<file path="src/rtl/sorting_pkt_checker_sat_cnt.sv">
// Saturating up-counter with synchronous clear; holds at all-ones.
module sorting_sat_cnt #(
  parameter int WIDTH = 16
) (
  input  logic             clk_i,
  input  logic             arst_n_i,
  input  logic             clr_i,
  input  logic             inc_i,
  output logic [WIDTH-1:0] cnt_o
);

  logic [WIDTH-1:0] cnt_q;
  logic [WIDTH-1:0] cnt_d;

  always_comb begin
    cnt_d = cnt_q;
    if (clr_i) begin
      cnt_d = '0;
    end else if (inc_i && (cnt_q != {WIDTH{1'b1}})) begin
      cnt_d = cnt_q + {{(WIDTH-1){1'b0}}, 1'b1};
    end
  end

  always_ff @(posedge clk_i or negedge arst_n_i) begin
    if (!arst_n_i) begin
      cnt_q <= '0;
    end else begin
      cnt_q <= cnt_d;
    end
  end

  assign cnt_o = cnt_q;

endmodule

</file>
<file path="config.mk">
export PLATFORM = sky130hd
export DESIGN_NAME = sorting_sat_cnt
export DESIGN_NICKNAME = d
export VERILOG_FILES = /design/src/rtl/sorting_pkt_checker_sat_cnt.sv
export SDC_FILE = /design/constraint.sdc
export NUM_CORES = 1
export LEC_CHECK = 0
export CAP_MARGIN = 30
export CORE_ASPECT_RATIO = 0.75
export CORE_MARGIN = 10
export CORE_UTILIZATION = 38
export CTS_BUF_LIST = sky130_fd_sc_hd__clkbuf_8
export CTS_CLUSTER_SIZE = 24
export DETAILED_ROUTE_END_ITERATION = 10
export DONT_BUFFER_PORTS = 1
export GPL_ROUTABILITY_DRIVEN = 0
export PLACE_DENSITY_LB_ADDON = 0.3
export SLEW_MARGIN = 20
export SYNTH_ARGS = -nofsm -noshare
export SYNTH_HDL_FRONTEND = slang
export SYNTH_SLANG_ARGS = --single-unit
</file>
<file path="constraint.sdc">
create_clock -name clk_i -period 2.5 [get_ports clk_i]
set_input_delay 0.25 -clock clk_i [delete_from_list [all_inputs] [get_ports clk_i]]
set_output_delay 0.25 -clock clk_i [all_outputs]
set_load 0.02 [all_outputs]
</file>
# Yosys cells after proc, flatten, opt, wreduce, memory -nomap -nowiden

Cells that the tools add are included.

Bits in registers: 16
Output and inout bits: 16
Word-level logic and storage cells: 7

Add/subtract/negate cells: 1
Equality and inequality tests: 1
Muxes and demuxes: 2
Reductions and logical operators: 2

Operators with widths:

| kind                                           | number |
|---|---|
| 2-to-1 mux 16 bit                              | 2 |
| adder 16 x 1 -> 16 bit (second input constant) | 1 |
| != test 16 bit (second input constant)         | 1 |
| nonzero test 2 bit                             | 1 |
| logical AND 1 bit                              | 1 |

# Longest topological paths before layout

Gate-level depths: netlist (run 1).

Word-level depth: 4
Mapped depth: 6

# Least setup slack after synthesis (run 1)

Ideal clock, no wire load.

Path kind: register to register
Start: register cnt_q[0] (netlist: cnt_o[0])
End: register cnt_q[15] (netlist: cnt_o[15])
Setup time: 128 ps
Arrival time: 1756 ps
Slack: 617 ps
Stages on the path, launching flop included: 6
Buffers on the path: 0
Clock period less this slack: 1883 ps
Path through: dfrtp_1 ha_1 nand4_2 nor4_4 nor4_1 mux2_1

Word-level cells in the longest chain between the ends: 3

RTL lines:

| what                                                     | line   | text |
|---|---|---|
| from (decl)                                              | 12     | `logic [WIDTH-1:0] cnt_q;` |
| from (signal assigned)                                   | 28     | `cnt_q <= cnt_d;` |
| adder 16 x 1 -> 16 bit or != test 16 bit (tied branches) | 20, 19 |  |
| 2-to-1 mux 16 bit or logical AND 1 bit (tied branches)   | 19     | `end else if (inc_i && (cnt_q != {WIDTH{1'b1}})) begin` |
| 2-to-1 mux 16 bit or nonzero test 2 bit (tied branches)  | n/a    |  |

Parallel ways exist; a longest one is shown, timed or not. The select of a mux whose other input is x is not followed.
A chain may end at the register's enable or synchronous reset.

# Final worst setup path (run 1)

Start: register cnt_q[1] (netlist: cnt_o[1])
End: register cnt_q[4] (netlist: cnt_o[4])

Same word-level chain as after synthesis.

==> out/results.ini, run 1 <==
[synth]
synth_area_per_cell_sq_um=9.614
synthTopCellsByArea=dfrtp_1 (42%), a21oi_1 (5.8%), o31ai_1 (5.6%), mux2_1 (4.8%), nand4_1 (4.0%)
ys_warn_count=0
ys_seq_elements=16
netlist_area_sq_um=942.2
synthCells=98
synthFlopType=dfrtp_1
ys_types=28
synth_edf_count=0
synth_fp_nets=103
yosys.area.top_type_share=0.4250
async_reset_ff_frac=1.000
synthTopCellsByCount=dfrtp_1 (16), a21oi_1 (11), o31ai_1 (7), nand2_1 (6), nand4_1 (6)
yosysTopAreaCell=dfrtp_1
ys_seq_area_frac=0.4250
yosysMostFrequentCell=dfrtp_1

[grt]
antenna_found_initial=0
grt_start_max_net_pins=23
overflow=0
grt_pass1_wl_mm=3.850
track_usage=0.09527
grt_pass1_vias=740

[die]
io_pins=20
initial_core_util=0.4048
die_x_um=77.50
die-area_sq_um=4891
coreArea_sq_um=2327
dieHeight_um=63.12
placementRows=15

[detailed_routing]
wl_mm=2.228
drc_errors=0
wl_per_cell_um=16.88
drt_iter0_drc=72
num_vias=781
ant_nets=0
dr.pass1.iters=4
avgViaCountPerCell=5.917

[finish]
largest_register_ffs=16
multi_input_area_sq_um=504.2
drive_gt1_frac=0.1327
diodes=0
area_growth_syn_to_layout_pct=7.969
fin_nets=105
fill_cells=239
seq_area_sq_um=400.4

[setup_path]
crit_family=simple AND/OR/NAND/NOR gates
critPathLaunchType=register
critical_path_required_ns=2.67
cpPeakStageDelay_ns=0.52
cp_max_fo=13
crit_slowest_cell=dfrtp_1
cp-end-kind=register
crit_buf_inv=1
crit_arrival_ns=2.18
crit_type=reg -> reg
crit_chain=ha_1, nand4_2, nor4_4, buf_4, nor3_1, a211oi_2

[sta]
period_minus_slack_ns=2.011
slew_violations=0
finalSetupViolCount=0
clock.fmax_mhz=497.3
worst_slack_ns=0.4893
tns_ns=0
relSlewSlack=0.5104
finalCritPeriodShare=0.8043
hold_viol=0
fin_skew_ns=0.004727
rsz0062_at_grt=false
tightest_slew_ns=0.7320

[clocking]
cts_tree=done
cts_sinks=16
clk_pin_slew_ns=0.06
cts_root_buffer=clkbuf_8
insertion_delay_ns=0.25
cts_setup_buffers=0
cts_max_path_buffers=2
htreeDepth=1
cts_buffers=3

[place]
hpwl_mm=1.621
dp_slack_ns=0.4892
numPortBuffers=0

[job]
maxCapViolCount=0

[hold_path]
hold_path.class=in -> reg

[power_and_ir_drop]
ir_drop_mv=0.2798
p_leak_nw=0.4025
power_density_nw_per_um2=469.3

[run_status]
outcome=complete, no violations

-- cell families after synthesis --
kind of cell / count (synthesis) / synth area share
AND/OR/NAND/NOR: 45 / 0.3121
AO/OA/AOI/OAI: 24 / 0.1620
flip-flops: 16 / 0.4250
buffers and inverters: 8 / 0.03983
multiplexers: 4 / 0.04781
adder cells (fa/ha/maj): 1 / 0.01328
-- worst paths after layout --
| check | endpoint | slack [ns] | startpoint | cells past startpoint |
|---|---|---|---|---|
| setup / recovery | cnt_o[4]$_DFFE_PN0P_ | 0.49 | cnt_o[1]$_DFFE_PN0P_ | 6 |
| hold / removal | cnt_o[4]$_DFFE_PN0P_ | 0.05 | clr_i | 1 |
| setup reg to reg | cnt_o[4]$_DFFE_PN0P_ | 0.49 | cnt_o[1]$_DFFE_PN0P_ | 6 |
| hold reg to reg | cnt_o[14]$_DFFE_PN0P_ | 0.71 | cnt_o[14]$_DFFE_PN0P_ | 2 |
| max in group asynchronous | cnt_o[8]$_DFFE_PN0P_ | 1.53 | arst_n_i | 1 |
| min in group asynchronous | cnt_o[11]$_DFFE_PN0P_ | 0.51 | arst_n_i | 1 |
-- cell usage in the layout, fill, tap and decap left out, types with 2 or more instances in the layout --
master | synthesis | final
nor2_1 | 4 | 4
and3_1 | 2 | 2
a21oi_1 | 11 | 11
nand4_1 | 6 | 6
or3_1 | 2 | 2
nor4_1 | 4 | 4
nand2_1 | 6 | 6
nand3_1 | 3 | 3
dfrtp_1 | 16 | 16
nor2b_1 | 4 | 4
o31ai_1 | 7 | 7
clkbuf_8 | 0 | 3
mux2_1 | 4 | 4
or4_2 | 2 | 2
and4_2 | 2 | 2
or4_1 | 5 | 5
o21ai_1 | 3 | 3
inv_1 | 3 | 3
-- where the power goes --
part | switching, mW | leakage, nW | total (mW) | internal, mW
Sequential | 0.00664 | 0.222 | 0.268 | 0.261
Clock | 0.0846 | 0.0216 | 0.191 | 0.107
Combinational | 0.0127 | 0.159 | 0.0182 | 0.00545
Total | 0.104 | 0.403 | 0.477 | 0.373
-- metrics by stage --
stage	total power [mW]	area, sq um	util	instances	hold WS [ns]
4_1_cts	0.4878	1017	0.4371	132	0.04559
5_1_grt	0.5084	1017	0.4371	132	0.03507
3_3_place_gp	0.2842	965.9	0.4151	128	-0.04502
6_report	0.4774	1017	0.4371	132	0.05204
2_1_floorplan	0.2863	942.2	-	98	-0.04559
3_5_place_dp	0.2849	965.9	0.4151	128	-0.04496
-- routing by layer --
metal / vias up / wire (um) / track usage
met3: 2 / 152 / 0.04533
met5: - / 0 / 0
li1: 383 / - / -
met2: 16 / 1020 / 0.1365
met4: 0 / 12 / 0.02045
met1: 380 / 1042 / 0.1256
-- final cells by class --
type | instances | area share
timing repair buffer | 2 | 0.01722
sequential | 16 | 0.3936
multi-input combinational | 74 | 0.4957
tap | 34 | 0.04182
inverter | 3 | 0.01107
clock buffer | 3 | 0.04059
-- timing repair --
action | in CTS | in global routing
gates resized for setup | 0 | 0
hold buffers | 1 | 0
endpoints found under the hold margin | 16 | 0
-- worst reg2reg max path: cells and delay by family (launching register included) --
kind            cells  cell delay (ns)
flops               1             0.52
simple gates        3             0.69
buf+inv             1             0.26
compound gates      1             0.18
fa+ha+maj           1             0.29
Note: power is estimated with default switching activity, not from simulation.
==> inputs of run 2 (changes only) <==
Clock period 2.5 ns to 1.6 ns, I/O delays scaled along.
==> out/results.ini, run 2 (same netlist as run 1, synthesis figures left out) <==
[sta]
rsz0062_at_grt=true
slew_violations=0  ; unchanged
finalCritPeriodShare=1.038  ; +0.2336
worst_slack_ns=-0.06060  ; -0.5499 ns
clock.fmax_mhz=602.2  ; +21%
finalSetupViolCount=6  ; +6
tightest_slew_ns=0.7673  ; +0.03523 ns
period_minus_slack_ns=1.661  ; -0.3501 ns
relSlewSlack=0.4868  ; -0.02356
hold_viol=0  ; unchanged
fin_skew_ns=0.003363  ; -0.001365 ns

[clocking]
insertion_delay_ns=0.26  ; about the same
cts_max_path_buffers=2  ; unchanged
cts_tree=done
cts_sinks=16  ; unchanged
clk_pin_slew_ns=0.06  ; about the same
htreeDepth=1  ; unchanged
cts_buffers=3  ; unchanged
cts_root_buffer=clkbuf_8

[setup_path]
timing.rr.start=cnt_o[0]$_DFFE_PN0P_
worst-r2r-cell-count=7  ; +1
crit_type=reg -> reg
regToRegSetupSlack_ns=-0.06  ; -0.55 ns
cp-end-kind=register
r2r_end=cnt_o[12]$_DFFE_PN0P_
critPathLaunchType=register
critical_path_required_ns=1.72  ; -0.95 ns
cp_max_fo=7  ; -6
crit_arrival_ns=1.78  ; -0.40 ns

[finish]
multi_input_area_sq_um=653.1  ; +30%
mostFrequentLayoutCells=buf_4 (37), dfrtp_2 (13), a21oi_1 (7)
seq_area_sq_um=416.7  ; +4.1%
drive_gt1_frac=0.6071  ; +0.4745
area_growth_syn_to_layout_pct=61.49
layout_commonest_cell=buf_4
postLayoutCoreUtil=0.6538  ; +0.2167
largest_register_ffs=16  ; unchanged
fin_nets=146  ; +39%
fill_cells=193  ; -19%
diodes=0  ; unchanged

[power_and_ir_drop]
p_leak_nw=0.6076  ; +51%
intPower_mw=0.6528  ; +75%
p_switching_mw=0.2049  ; +97%
power_density_nw_per_um2=563.7  ; +20%
power_frac_comb=0.078  ; +0.040
pwr-share-clk=0.439  ; +0.038
seqPwrFrac=0.482  ; -0.079
ir_drop_mv=0.4260  ; +52%
swShare=0.2389  ; +0.02099

[grt]
grt_pass1_vias=977  ; +32%
grt_start_max_net_pins=20  ; -13%
overflow=0  ; unchanged
track_usage=0.1187  ; +0.02345
antenna_found_initial=0  ; unchanged
grt_pass1_wl_mm=4.761  ; +24%

[hold_path]
hold_path.class=in -> reg
holdCritStartpoint=inc_i
min_path_cells=2  ; +1
min_to=cnt_o[1]$_DFFE_PN0P_

[detailed_routing]
ant_nets=0  ; unchanged
wl_per_cell_um=18.13  ; +7.4%
avgViaCountPerCell=5.782  ; -2.3%
drt_iter0_drc=55  ; -24%
drc_errors=0  ; unchanged
num_vias=1006  ; +29%
dr.pass1.iters=4  ; unchanged
wl_mm=3.154  ; +42%

[die]
die_x_um=77.50  ; unchanged
initial_core_util=0.4048  ; unchanged
io_pins=20  ; unchanged
coreArea_sq_um=2327  ; unchanged
dieHeight_um=63.12  ; unchanged
die-area_sq_um=4891  ; unchanged
placementRows=15  ; unchanged

[place]
numPortBuffers=0  ; unchanged
hpwl_mm=1.997  ; +23%
dp_slack_ns=-0.1317  ; -0.6209 ns

[job]
maxCapViolCount=0  ; unchanged

[run_status]
violations=setup timing
outcome=complete, but fails checks

run 2: cell types whose count changed in the layout (fill, tap and decap cells not counted), moves of 2 or more:
cell,before,now
buf_4,1,37
dfrtp_1,16,3
dfrtp_2,0,13
a21oi_1,11,7
a21oi_2,0,4
buf_6,0,4
mux2_1,4,0
mux2_4,0,4
nor4_1,4,0
nor4_4,1,5
or4_4,0,4
or4_1,5,3
or4_2,2,0
run 2: area by class of cell:
class,count,area share
multi-input cells,74,0.4293
flip-flops and latches,16,0.2738
repair buffers,43,0.2253
clock buffers,4,0.03618
well taps,34,0.02796
inverters,3,0.007401
run 2: critical path: stages (launching register included):
cell and delay [ns]:
dfrtp_2 0.40, ha_4 0.16, buf_6 0.09, and4_4 0.23
o211ai_4 0.10, buf_4 0.15, o31ai_1 0.29, a21oi_2 0.09
run 2: repair_timing:
item                       CTS  global route
hold buffers                 2             0
cloned                       0             0
gates resized for setup     14            12
pin swaps                   10             7
setup endpoints to repair   14            16
hold endpoints to repair    28             0
setup buffers                5             5
run 2: worst max-delay path by stage:
stage | start | end | slack, ns | cells after the start
finish | cnt_o[0]$_DFFE_PN0P_ | cnt_o[12]$_DFFE_PN0P_ | -0.06 | 7
global route | cnt_o[0]$_DFFE_PN0P_ | cnt_o[12]$_DFFE_PN0P_ | -0.14 | 7
CTS | cnt_o[15]$_DFFE_PN0P_ | cnt_o[13]$_DFFE_PN0P_ | -0.06 | 5
detailed placement | cnt_o[2]$_DFFE_PN0P_ | cnt_o[13]$_DFFE_PN0P_ | -0.13 | 4
global placement | cnt_o[2]$_DFFE_PN0P_ | cnt_o[13]$_DFFE_PN0P_ | -0.12 | 4
floorplan | cnt_o[14]$_DFFE_PN0P_ | cnt_o[15]$_DFFE_PN0P_ | -0.06 | 4
run 2: routing by layer:
metal  global-route usage  routed length (um)
met1               0.1446                1348
met2               0.1844                1517
met3              0.04391                 213
met5                    0                   0
met4              0.04773                  74
run 2: power by group through the flow:
stage                     logic (mW)  clock network, mW  registers (mW)
after floorplan               0.0243                  0           0.427
after global placement        0.0345                  0           0.421
after detailed placement      0.0365                  0           0.422
after CTS                     0.0607              0.384           0.414
after global routing          0.0759              0.407           0.414
final                         0.0673              0.377           0.414
run 2: through the flow:
step / setup TNS, ns / std cells / total power, mW / area (sq um) / hold slack, ns
2_1_floorplan: -0.2527 / 98 / 0.4511 / 994.7 / -0.1356
3_3_place_gp: -0.5011 / 158 / 0.4560 / 1244 / -0.1349
3_5_place_dp: -0.7898 / 158 / 0.4585 / 1244 / -0.1350
4_1_cts: -0.2839 / 169 / 0.8588 / 1421 / 0.05389
5_1_grt: -1.102 / 174 / 0.8968 / 1521 / 0.09636
6_report: -0.1371 / 174 / 0.8577 / 1521 / 0.06716
